[src/rtl/seq_pkg.sv]
// Shared types and defaults for the serial frame transmitter and its detector bench.
// SEQ_FRAME_TX_PARITY_EN adds the PARITY state to the FSM encoding.
package seq_pkg;

    localparam int unsigned DefaultWidth     = 8;
    localparam int unsigned DefaultGapCycles = 4;
    localparam logic        IdleLevel        = 1'b0;

`ifdef SEQ_FRAME_TX_PARITY_EN
    typedef enum logic [1:0] {StIdle, StShift, StParity, StGap} seq_state_e;
`else
    typedef enum logic [1:0] {StIdle, StShift, StGap} seq_state_e;
`endif

endpackage

[src/rtl/seq_frame_tx_if.sv]
// Word-in / bit-stream-out bundle of seq_frame_tx.
// master = word producer and stream consumer, slave = the transmitter.
interface seq_frame_tx_if #(
    parameter int unsigned WIDTH = seq_pkg::DefaultWidth
);
    logic [WIDTH-1:0] data_in;
    logic             data_valid;
    logic             data_ready;
    logic             seq;
    logic             seq_valid;
    logic             frame_start;
    logic             done;
    logic             busy;

    modport master (
        output data_in, data_valid,
        input  data_ready, seq, seq_valid, frame_start, done, busy
    );

    modport slave (
        input  data_in, data_valid,
        output data_ready, seq, seq_valid, frame_start, done, busy
    );
endinterface

[src/rtl/seq_down_counter.sv]
// Loadable down-counter with terminal-count flag; saturates at zero rather than wrapping.
module seq_down_counter #(
    parameter int unsigned Width = 8
) (
    input  logic             clk,
    input  logic             reset,
    input  logic             load_i,
    input  logic [Width-1:0] load_val_i,
    input  logic             en_i,
    output logic             tc_o
);
    logic [Width-1:0] count_q, count_d;

    always_comb begin
        count_d = count_q;
        if (load_i) begin
            count_d = load_val_i;
        end else if (en_i && (count_q != '0)) begin
            count_d = count_q - 1'b1;
        end
    end

    always_ff @(posedge clk) begin
        if (reset) begin
            count_q <= '0;
        end else begin
            count_q <= count_d;
        end
    end

    assign tc_o = (count_q == '0);
endmodule

[src/rtl/seq_frame_tx.sv]
// Serial frame transmitter: shifts a handshaken word out on seq, then idles for a fixed gap.
// Define SEQ_FRAME_TX_PARITY_EN to append an even-parity bit after the data bits.
module seq_frame_tx
    import seq_pkg::*;
#(
    parameter int unsigned WIDTH      = DefaultWidth,
    parameter int unsigned GAP_CYCLES = DefaultGapCycles,
    parameter logic        IDLE_LEVEL = IdleLevel,
    parameter bit          MSB_FIRST  = 1'b1
) (
    input  logic           clk,
    input  logic           reset,
    seq_frame_tx_if.slave  bus
);
    localparam int unsigned BitCntW = $clog2(WIDTH);
    localparam logic [BitCntW-1:0] BitLoad = BitCntW'(WIDTH - 1);
    localparam logic [7:0] GapLoad = (GAP_CYCLES > 0) ? 8'(GAP_CYCLES - 1) : 8'd0;

    seq_state_e       state_q, state_d;
    logic [WIDTH-1:0] shift_q, shift_d;
    logic             seq_q, seq_d;
    logic             seq_valid_q, seq_valid_d;
    logic             frame_start_q, frame_start_d;
    logic             done_q, done_d;
`ifdef SEQ_FRAME_TX_PARITY_EN
    logic             parity_q, parity_d;
`endif

    logic accept;
    logic bit_load, bit_en, bit_tc;
    logic gap_load, gap_en, gap_tc;

    function automatic logic out_bit(logic [WIDTH-1:0] w);
        return MSB_FIRST ? w[WIDTH-1] : w[0];
    endfunction

    function automatic logic [WIDTH-1:0] shift_word(logic [WIDTH-1:0] w);
        return MSB_FIRST ? (w << 1) : (w >> 1);
    endfunction

    assign bus.data_ready = (state_q == StIdle) && !reset;
    assign accept         = bus.data_valid && bus.data_ready;

    seq_down_counter #(
        .Width (BitCntW)
    ) u_bit_cnt (
        .clk        (clk),
        .reset      (reset),
        .load_i     (bit_load),
        .load_val_i (BitLoad),
        .en_i       (bit_en),
        .tc_o       (bit_tc)
    );

    seq_down_counter #(
        .Width (8)
    ) u_gap_cnt (
        .clk        (clk),
        .reset      (reset),
        .load_i     (gap_load),
        .load_val_i (GapLoad),
        .en_i       (gap_en),
        .tc_o       (gap_tc)
    );

    always_comb begin
        state_d       = state_q;
        shift_d       = shift_q;
        seq_d         = IDLE_LEVEL;
        seq_valid_d   = 1'b0;
        frame_start_d = 1'b0;
        done_d        = 1'b0;
        bit_load      = 1'b0;
        bit_en        = 1'b0;
        gap_load      = 1'b0;
        gap_en        = 1'b0;
`ifdef SEQ_FRAME_TX_PARITY_EN
        parity_d      = parity_q;
`endif

        unique case (state_q)
            StIdle: begin
                if (accept) begin
                    state_d       = StShift;
                    seq_d         = out_bit(bus.data_in);
                    shift_d       = shift_word(bus.data_in);
                    seq_valid_d   = 1'b1;
                    frame_start_d = 1'b1;
                    bit_load      = 1'b1;
`ifdef SEQ_FRAME_TX_PARITY_EN
                    parity_d      = ^bus.data_in;
`endif
                end
            end
            StShift: begin
                if (!bit_tc) begin
                    bit_en      = 1'b1;
                    seq_d       = out_bit(shift_q);
                    shift_d     = shift_word(shift_q);
                    seq_valid_d = 1'b1;
`ifdef SEQ_FRAME_TX_PARITY_EN
                end else begin
                    state_d     = StParity;
                    seq_d       = parity_q;
                    seq_valid_d = 1'b1;
                end
            end
            StParity: begin
                begin
`else
                end else begin
`endif
                    if (GAP_CYCLES == 0) begin
                        state_d = StIdle;
                        done_d  = 1'b1;
                    end else begin
                        state_d  = StGap;
                        gap_load = 1'b1;
                    end
                end
            end
            StGap: begin
                if (gap_tc) begin
                    state_d = StIdle;
                    done_d  = 1'b1;
                end else begin
                    gap_en = 1'b1;
                end
            end
            default: state_d = StIdle;
        endcase
    end

    always_ff @(posedge clk) begin
        if (reset) begin
            state_q       <= StIdle;
            shift_q       <= '0;
            seq_q         <= IDLE_LEVEL;
            seq_valid_q   <= 1'b0;
            frame_start_q <= 1'b0;
            done_q        <= 1'b0;
`ifdef SEQ_FRAME_TX_PARITY_EN
            parity_q      <= 1'b0;
`endif
        end else begin
            state_q       <= state_d;
            shift_q       <= shift_d;
            seq_q         <= seq_d;
            seq_valid_q   <= seq_valid_d;
            frame_start_q <= frame_start_d;
            done_q        <= done_d;
`ifdef SEQ_FRAME_TX_PARITY_EN
            parity_q      <= parity_d;
`endif
        end
    end

    assign bus.seq         = seq_q;
    assign bus.seq_valid   = seq_valid_q;
    assign bus.frame_start = frame_start_q;
    assign bus.done        = done_q;
    assign bus.busy        = (state_q != StIdle);
endmodule

[src/flat_wrapper.sv]
// flat-port wrapper written by rule: the top's interface ports become plain ports
module seq_frame_tx_flat import seq_pkg::*;
#(
    parameter int unsigned WIDTH      = DefaultWidth,
    parameter int unsigned GAP_CYCLES = DefaultGapCycles,
    parameter logic        IDLE_LEVEL = IdleLevel,
    parameter bit          MSB_FIRST  = 1'b1
)
  (clk, reset, bus_data_in, bus_data_valid, bus_data_ready, bus_seq, bus_seq_valid, bus_frame_start, bus_done, bus_busy);
  seq_frame_tx_if #(.WIDTH(WIDTH)) bus_i ();
  input  logic clk;
  input  logic reset;
  input wire logic [$bits(bus_i.data_in)-1:0] bus_data_in;
  input wire logic [$bits(bus_i.data_valid)-1:0] bus_data_valid;
  output wire logic [$bits(bus_i.data_ready)-1:0] bus_data_ready;
  output wire logic [$bits(bus_i.seq)-1:0] bus_seq;
  output wire logic [$bits(bus_i.seq_valid)-1:0] bus_seq_valid;
  output wire logic [$bits(bus_i.frame_start)-1:0] bus_frame_start;
  output wire logic [$bits(bus_i.done)-1:0] bus_done;
  output wire logic [$bits(bus_i.busy)-1:0] bus_busy;
  assign bus_i.data_in = bus_data_in;
  assign bus_i.data_valid = bus_data_valid;
  assign bus_data_ready = bus_i.data_ready;
  assign bus_seq = bus_i.seq;
  assign bus_seq_valid = bus_i.seq_valid;
  assign bus_frame_start = bus_i.frame_start;
  assign bus_done = bus_i.done;
  assign bus_busy = bus_i.busy;
  seq_frame_tx #(.WIDTH(WIDTH), .GAP_CYCLES(GAP_CYCLES), .IDLE_LEVEL(IDLE_LEVEL), .MSB_FIRST(MSB_FIRST)) u_core (.clk(clk), .reset(reset), .bus(bus_i));
endmodule
[config.mk]
export PLATFORM = sky130hd
export DESIGN_NAME = seq_frame_tx_flat
export DESIGN_NICKNAME = d
export VERILOG_FILES = /design/src/rtl/seq_pkg.sv /design/src/rtl/seq_frame_tx_if.sv /design/src/rtl/seq_down_counter.sv /design/src/rtl/seq_frame_tx.sv /design/src/flat_wrapper.sv
export SDC_FILE = /design/constraint.sdc
export NUM_CORES = 1
export LEC_CHECK = 0
export BUFFER_PORTS_ARGS = -buffer_cell sky130_fd_sc_hd__clkbuf_2
export CAP_MARGIN = 20
export CORE_ASPECT_RATIO = 0.6
export CORE_MARGIN = 2
export CORE_UTILIZATION = 50
export CTS_BUF_LIST = sky130_fd_sc_hd__clkbuf_8
export CTS_CLUSTER_DIAMETER = 200
export CTS_CLUSTER_SIZE = 10
export DETAILED_ROUTE_END_ITERATION = 16
export GPL_TIMING_DRIVEN = 0
export PLACE_DENSITY = 0.82
export REMOVE_ABC_BUFFERS = 1
export SLEW_MARGIN = 5
export SYNTH_ARGS = -nofsm -noshare
export SYNTH_HDL_FRONTEND = slang
export SYNTH_SLANG_ARGS = --single-unit
[constraint.sdc]
create_clock -name clk -period 1.88 [get_ports clk]
set_input_delay 0.282 -clock clk [delete_from_list [all_inputs] [get_ports clk]]
set_output_delay 0.282 -clock clk [all_outputs]
set_load 0.005 [all_outputs]
### Word-level counts from Yosys, hierarchy flattened

Index checks and enable logic that the tools add are counted.
Widths: inputs -> output; s select.

* add/subtract/negate cells: 2
* equal/unequal tests: 6
* muxes and demuxes: 24
* bitwise gates (word level): 1
* reduce and logical (&&, ||, !) cells: 18

Operators by type and width (number)
* $mux 8: 2
* $pmux 8 s2: 1
* $mux 1: 11
* $mux 2: 5
* $logic_not 8->1: 1
* $reduce_bool 2->1: 4
* $reduce_bool 8->1: 1
* $sub 8x1->8 const B: 1
* $mux 3: 2
* $ne 2x1->1 const B: 3
* $pmux 2 s3: 1
* $reduce_and 3->1: 2
* $logic_and 1x1->1: 4
* $pmux 1 s2: 2
* $reduce_or 2->1: 2
* $logic_not 3->1: 1
* $reduce_bool 3->1: 1
* $sub 3x1->3 const B: 1
* $eq 2x1->1 const B: 1
* $eq 2x2->1 const B: 1
* $logic_not 2->1: 1
* $ne 2x2->1 const B: 1
* $logic_not 1->1: 1
* $not 1->1: 1

* register bits after elaboration: 25
* bits of input ports: 11
* output and inout bits: 6

### Depth between registers and ports, before layout

Gate-level depths: netlist of the first run.

* depth after elaboration: 6
* gate-level depth with buffers: 6
* depth with buffers taken out: 5

### Modules after synthesis

From an unflattened synthesis of the first run, not the netlist that was laid out.

* cell total of the unflattened synthesis: 145
* area total of the unflattened synthesis: 1312.5 um^2

By module, submodules not included
* seq_frame_tx: times used 1, cells each 65, area an instance 614.3 um^2, sequential area each 260.2 um^2
* seq_down_counter at u_core.u_gap_cnt: times used 1, cells each 59, area an instance 515.5 um^2, sequential area each 160.2 um^2
* seq_down_counter at u_core.u_bit_cnt: times used 1, cells each 21, area an instance 182.7 um^2, sequential area each 60.1 um^2

### Least setup slack after synthesis of the first run

Ideal clock, no wire load.

* kind: flip-flop to flip-flop
* start point: reg u_core.u_gap_cnt.count_q[2]
* end point: reg u_core.u_gap_cnt.count_q[6]
* arrival time: 1.628 ns
* data required time: 1.794 ns
* slack: 0.167 ns
* cell stages (with the launch flop): 5
* buffers on the path: 1
* cells stage by stage: dfxtp_1 or4_1 buf_2 or4_1 a211oi_1

* cells in the longest elaborated chain, start to end: 4
* elaborated cells on any way between the ends: 6
* those cells by class: 1 x add/sub; 2 x mux; 3 x reduce/logical

RTL lines
* from (decl): RTL line seq_down_counter.sv:12 `logic [Width-1:0] count_q, count_d;`
* from (signal assigned): RTL line seq_down_counter.sv:27 `count_q <= count_d;`
* parallel branches: the longest is 4 deep, another holds $sub 8x1->8

Parallel ways; which one is timed is not known.
A chain may end at the register's enable or synchronous reset.

### Worst setup path in the final report of the first run

* start point: reg u_core.state_q[0]
* end point: reg u_core.u_gap_cnt.count_q[5]

* cells in the longest elaborated chain, start to end: 3
* elaborated cells on any way between the ends: 6
* those cells by class: 2 x eq/ne; 2 x mux; 2 x reduce/logical

RTL lines
* from (decl): RTL line seq_frame_tx.sv:19 `seq_state_e state_q, state_d;`
* from (signal assigned): RTL line seq_frame_tx.sv:136 `state_q <= StIdle;`
* from (signal assigned): RTL line seq_frame_tx.sv:146 `state_q <= state_d;`
* $eq 2x1->1 or $eq 2x2->1 (tied branches): RTL line seq_frame_tx.sv:81 `unique case (state_q)`
* $mux 1: RTL line seq_frame_tx.sv:81
* $reduce_or 2->1 (no line) or $logic_and 1x1->1 (tied branches)

Several ways; a longest one is shown, not always the timed one.

==> results.ini, run 1 <==
[finish]
num_antenna_cells=0
nNetsFinal=161
drive_above_1_share_pct=24.14
multi_input_area_sq_um=719.4
fill_cells=182
fin_util_pct=63.00
area_growth_pct=16.63
regArea_sq_um=484.2

[synth]
synth_cells=134
synth_top_area_share_pct=39.92
ys_ff_latch=24
avgSynthCellArea_sq_um=8.982
ys.flop_type=dfxtp_1
ys_seq_area_share_pct=39.92
yosysTopAreaCell=dfxtp_1
ys_top_cells_by_area=dfxtp_1 (40%), a211oi_1 (6.2%), a311oi_1 (5.8%), ha_1 (4.2%), nand2_1 (3.7%)
synth_edf_count=0
yosysUniqueCellTypes=39
syn_area_sq_mm=0.001204
yosysWarnings=0
synthArstFlopShare_pct=0

[routing]
drt-initial-drc-count=110
wl_mm=2.883
wl_per_cell_um=16.47
vias=1127
post_drt_via_cell_ratio=6.440
dr.pass1.iters=6
ant_nets=0
drcViolationCount=0

[sta]
hold_violations=0
clock_skew_ns=0.003346
setup_tns_ns=0
finalCritPeriodShare_pct=96.43
maxSlewViolCount=0
worst_slew_pin_slew_ns=0.7546
setup_viol=0
finalHoldWorstSlack_ns=0.2599
period_needed_ns=1.813
max_slew_margin_pct=49.48
fmax_ghz=0.5516

[global_routing]
grt_pass1_wl_mm=4.609
grt_usage_pct=21.56
busiest_layer=met2
use_met3_pct=5.108
grt_pass1_vias=964
grt_max_degree=22
met1_usage_pct=30.15
use_met2_pct=31.88
overflow=0
antenna_found_initial=0

[critical_path]
r2r-end=u_core.u_gap_cnt.count_q[5]
rr_startpoint=u_core.state_q[0]
crit_required_ns=2.06
ff2ff_setup_slack_ns=0.07
worstSetupPathType=flop to flop
critPathLaunchType=flop
reg2regPathDepth=3
cp_data_arrival_time_ns=1.99
crit_path_end_kind=flop
crit_fanout=10

[floorplan]
design.die.area_sq_mm=0.002829
ios=17
fp.coreArea_sq_mm=0.002228
die_x_um=67.34
dieHeight_um=42.01
start_util_pct=54.01
num_rows=13

[place]
dp_hpwl_mm=1.982
io_buffers=16
globalplace.congestion=0.7785

[pwr]
p_leak_nw=0.5193
power.density_mw_per_mm2=828.6
ir_drop_mv=0.2668

[cts]
clock-root-buffer=clkbuf_8
clock_sinks=24
h-tree-depth=1
cts_setup_buffers=0
path_clk_slew_ns=0.08
clk_latency_ns=0.27
clock_tree.buffer_depth=2
tritoncts=done
cts_buffers=3

[worst_hold_path]
min_path_type=primary input to flop
whs_path_depth=3
min_from=bus_data_in[0]
hold_path_end=u_core.shift_q[1]

[job]
cap_violations=0

[status]
outcome=completed

## worst max-delay path, stage by stage (launching register included)
cell and delay (ns):
dfxtp_1 0.43, or4b_4 0.55, or3_2 0.49, a211oi_1 0.24
## flip-flops by register name, indices dropped and copies added, names as in the netlist
name,cells
u_core.u_bit_cnt.count_q,3
u_core.shift_q,7
u_core.bus.done,1
u_core.bus.seq_valid,1
u_core.u_gap_cnt.count_q,8
u_core.state_q,2
u_core.bus.frame_start,1
u_core.bus.seq,1
## Yosys cell counts, types with 2 or more instances
cell type  instances
a211oi_1          10
a21oi_1            6
a311oi_1           8
and2_1             2
clkbuf_1           9
dfxtp_1           24
ha_1               4
inv_1              5
mux2i_1            4
nand2_1           12
nand2b_1           3
nand3_1            6
nor2b_1            2
nor3_1             4
nor3b_1            2
nor4_1             3
o31a_1             2
o31ai_1            2
or2_2              2
or3_1              2
or3_2              2
or4_1              3
## power breakdown
part | leakage [nW] | switching (W) | internal [W]
Clock | 0.0288 | 0.000165 | 0.000187
Sequential | 0.197 | 0.0000290 | 0.000541
Combinational | 0.294 | 0.000138 | 0.000103
Total | 0.519 | 0.000332 | 0.000831
## kinds of logic after synthesis
kind of cell	share of synthesized area, %
buffers and inverters	5.093
multiplexers	3.327
flip-flops	39.92
AND/OR/NAND/NOR	25.57
AO/OA/AOI/OAI	21.93
adder cells (fa/ha/maj)	4.158
## layout by cell type (no fill, tap or decap), types with 2 or more instances in the layout
cell / n
nand3_1: 6
nor3_1: 4
and2_1: 2
o31a_1: 2
nand2b_1: 3
a21oi_1: 6
nand2_1: 12
or3_2: 2
nor4_1: 2
a211oi_1: 10
ha_1: 4
o31ai_1: 2
or3_1: 2
mux2i_1: 4
or2_2: 2
dfxtp_1: 23
inv_1: 5
or4_1: 2
clkbuf_2: 16
a311oi_1: 8
clkbuf_8: 4
## worst max path at each step
stage | startpoint | endpoint | slack (ns) | cells after the start
finish | u_core.state_q[0] | u_core.u_gap_cnt.count_q[5] | 0.07 | 3
floorplan | u_core.u_bit_cnt.count_q[0] | u_core.u_gap_cnt.count_q[0] | 0.08 | 5
CTS | u_core.u_bit_cnt.count_q[0] | u_core.u_gap_cnt.count_q[0] | 0.0009 | 6
detailed placement | reset | u_core.shift_q[6] | -0.32 | 4
global placement | u_core.u_bit_cnt.count_q[0] | u_core.u_gap_cnt.count_q[0] | -0.36 | 5
global route | u_core.state_q[0] | u_core.u_gap_cnt.count_q[0] | -0.01 | 4
## timing repair
item,CTS,global route
setup endpoints to repair,16,13
gates resized for setup,5,8
pin swaps,0,1
hold buffers,0,0
## routing by layer
layer	part of all wire [%]	vias up
li1	-	536
met1	45	534
met2	46	49
met3	6.3	8
met4	2.2	0
met5	0	-
## area by class of cell
cell class / count / area share, %
Multi-Input combinational cell: 94 / 51.25
Sequential cell: 24 / 34.49
Timing Repair Buffer: 17 / 6.061
Clock buffer: 4 / 3.922
Tap cell: 30 / 2.674
Inverter: 6 / 1.604
## per-stage QoR
| step | power [W] | setup slack (ns) | instances | area, sq um |
|---|---|---|---|---|
| floorplan | 0.0007211 | 0.07507 | 124 | 1165 |
| global placement | 0.0007746 | -0.3568 | 170 | 1282 |
| detailed placement | 0.0007961 | -0.3226 | 171 | 1287 |
| CTS | 0.001156 | 0.0009448 | 175 | 1366 |
| global route | 0.001222 | -0.01054 | 175 | 1404 |
| finish | 0.001163 | 0.06707 | 175 | 1404 |
(Power assumes the default switching activity.)
==> run 2, diff against run 1 <==
CELL_PAD_IN_SITES_DETAIL_PLACEMENT = 2   (was unset)
CELL_PAD_IN_SITES_GLOBAL_PLACEMENT = 2   (was unset)
CORE_UTILIZATION = 38   (was 50)
CTS_CLUSTER_SIZE = unset   (was 10)
PLACE_DENSITY = 0.95   (was 0.82)
clock period = 2.13 ns   (was 1.88 ns; I/O delays follow)
==> results.ini, run 2 (synthesis gave the netlist of run 1 again) <==
[sta]
max_slew_margin_pct=47.57  ; was 49.48%
hold_violations=0  ; unchanged
worst_slew_pin_slew_ns=0.7829  ; was 0.7546 ns
fmax_ghz=0.4989  ; was 0.5516 GHz
clock_skew_ns=0.008867  ; was 0.003346 ns
setup_viol=0  ; unchanged
period_needed_ns=2.004  ; was 1.813 ns
maxSlewViolCount=0  ; unchanged
fin_ws_ns=0.1256  ; was 0.06707 ns
finalCritPeriodShare_pct=94.11  ; was 96.43%

[routing]
ant_nets=0  ; unchanged
wl_mm=3.967  ; was 2.883 mm
drt-initial-drc-count=53  ; was 110
wl_per_cell_um=21.10  ; was 16.47 um
post_drt_via_cell_ratio=6.122  ; was 6.440
dr.pass1.iters=4  ; was 6
vias=1151  ; was 1127
drcViolationCount=0  ; unchanged

[worst_hold_path]
min_path_type=primary input to flop  ; unchanged
min_from=bus_data_in[5]  ; was bus_data_in[0]

[place]
io_buffers=16  ; unchanged
dp_hpwl_mm=2.796  ; was 1.982 mm
place_ws_ns=-0.1936  ; was -0.3226 ns
globalplace.congestion=0.7674  ; was 0.7785

[critical_path]
cp-startpoint=u_core.state_q[1]  ; was u_core.state_q[0]
path_cells=or4b_1, or3_2, a211oi_1  ; was or4b_4, or3_2, a211oi_1
critPathLaunchType=flop  ; unchanged
crit_family=simple AND/OR/NAND/NOR gates  ; unchanged
rr_startpoint=u_core.state_q[1]  ; was u_core.state_q[0]
cp_slowest_stage_delay_ns=0.59  ; was 0.55 ns
cp_data_arrival_time_ns=2.19  ; was 1.99 ns
critPathBufInv=0  ; unchanged
crit_required_ns=2.31  ; was 2.06 ns
crit_path_end_kind=flop  ; unchanged
slowest_stage=dfxtp_1  ; was or4b_4
worstSetupPathType=flop to flop  ; unchanged
crit_fanout=11  ; was 10

[finish]
drive_above_1_share_pct=22.60  ; was 24.14%
fill_cells=339  ; was 182
largest_reg_flops=8  ; unchanged
final_cell_mix=dfxtp_1 (24), clkbuf_2 (16), nand2_1 (12), a211oi_1 (10), a311oi_1 (8)  ; was dfxtp_1 (23), clkbuf_2 (16), nand2_1 (12), a211oi_1 (10), a311oi_1 (8)
area_growth_pct=15.80  ; was 16.63%
final_common_cell=dfxtp_1  ; unchanged
num_antenna_cells=0  ; unchanged
reg_top3=u_core.u_gap_cnt.count_q: 8 flops, u_core.shift_q: 7 flops, u_core.u_bit_cnt.count_q: 3 flops  ; unchanged
nNetsFinal=162  ; was 161
top_register=u_core.u_gap_cnt.count_q  ; unchanged

[status]
outcome=completed  ; unchanged

[floorplan]
ios=17  ; unchanged
num_rows=15  ; was 13
fp.coreArea_sq_mm=0.002947  ; was 0.002228 sq mm
start_util_pct=40.85  ; was 54.01%
die_x_um=76.66  ; was 67.34 um
dieHeight_um=47.60  ; was 42.01 um
design.die.area_sq_mm=0.003649  ; was 0.002829 sq mm

[cts]
clk_latency_ns=0.27  ; about the same
path_clk_slew_ns=0.09  ; was 0.08 ns
clock_tree.buffer_depth=2  ; unchanged
cts_setup_buffers=0  ; unchanged
cts_buffers=3  ; unchanged
clock_sinks=24  ; unchanged
clock-root-buffer=clkbuf_8  ; unchanged
tritoncts=done  ; unchanged
h-tree-depth=1  ; unchanged

[global_routing]
grt_pass1_wl_mm=6.410  ; was 4.609 mm
grt_usage_pct=23.16  ; was 21.56%
antenna_found_initial=0  ; unchanged
grt_pass1_vias=1204  ; was 964
overflow=0  ; unchanged
grt_max_degree=22  ; unchanged

[job]
cap_violations=0  ; unchanged

[pwr]
p_leak_nw=0.5137  ; was 0.5193 nW
ir_drop_mv=0.4242  ; was 0.2668 mV
finalPower_w=0.001042  ; was 0.001163 W
power.density_mw_per_mm2=747.8  ; was 828.6 mW/mm^2

==> run 2: where the power goes <==
part / switching [W] / total (W) / internal [W]
registers: 0.0000259 / 0.000504 / 0.000478
clock network: 0.000152 / 0.000318 / 0.000165
logic: 0.000136 / 0.000220 / 0.0000850
total: 0.000314 / 0.00104 / 0.000728
==> run 2: final cells by class <==
type | instances | area (sq um) | area share, %
Timing Repair Buffer | 18 | 92.59 | 6.643
Multi-Input combinational cell | 94 | 690.7 | 49.55
Tap cell | 42 | 52.55 | 3.770
Clock buffer | 4 | 55.05 | 3.950
Inverter | 6 | 22.52 | 1.616
Sequential cell | 24 | 480.5 | 34.47
==> run 2: worst min-delay path: cells and delay by family <==
kind | cells | cell delay (ns)
buf+inv | 1 | 0.08
compound gates | 1 | 0.08
simple gates | 1 | 0.05
==> run 2: path summary, 6_finish.rpt <==
| check | cells past startpoint | to | slack [ns] |
|---|---|---|---|
| max reg2reg | 3 | u_core.u_gap_cnt.count_q[5] | 0.13 |
| min | 3 | u_core.shift_q[6] | 0.30 |
| min reg2reg | 2 | u_core.shift_q[4] | 0.50 |
| max | 3 | u_core.u_gap_cnt.count_q[5] | 0.13 |
==> run 2: layer usage <==
| metal | share of wire [%] | wire, um | vias to the layer above | global-route usage, % |
|---|---|---|---|---|
| li1 | - | - | 536 | - |
| met1 | 45 | 1794 | 581 | 28.16 |
| met2 | 50 | 1983 | 28 | 44.04 |
| met3 | 3.5 | 140 | 6 | 5.849 |
| met4 | 1.2 | 48 | 0 | 4.000 |
| met5 | 0 | 0 | - | 0 |
==> run 2: through the flow <==
step / setup TNS [ns] / hold WS (ns) / utilization [%] / instances / cell area (sq um)
2_1_floorplan: 0 / 0.3886 / - / 124 / 1165
3_3_place_gp: -1.214 / 0.4690 / 44.03 / 182 / 1297
3_5_place_dp: -1.256 / 0.4876 / 44.46 / 184 / 1310
4_1_cts: 0 / 0.2993 / 46.79 / 188 / 1379
5_1_grt: -0.02561 / 0.3202 / 47.30 / 188 / 1394
6_report: 0 / 0.2988 / 47.30 / 188 / 1394
==> run 2: what timing repair did <==
item,CTS,global route
hold buffers,0,0
setup endpoints to repair,11,1
hold endpoints to repair,0,0
gates resized for setup,3,2
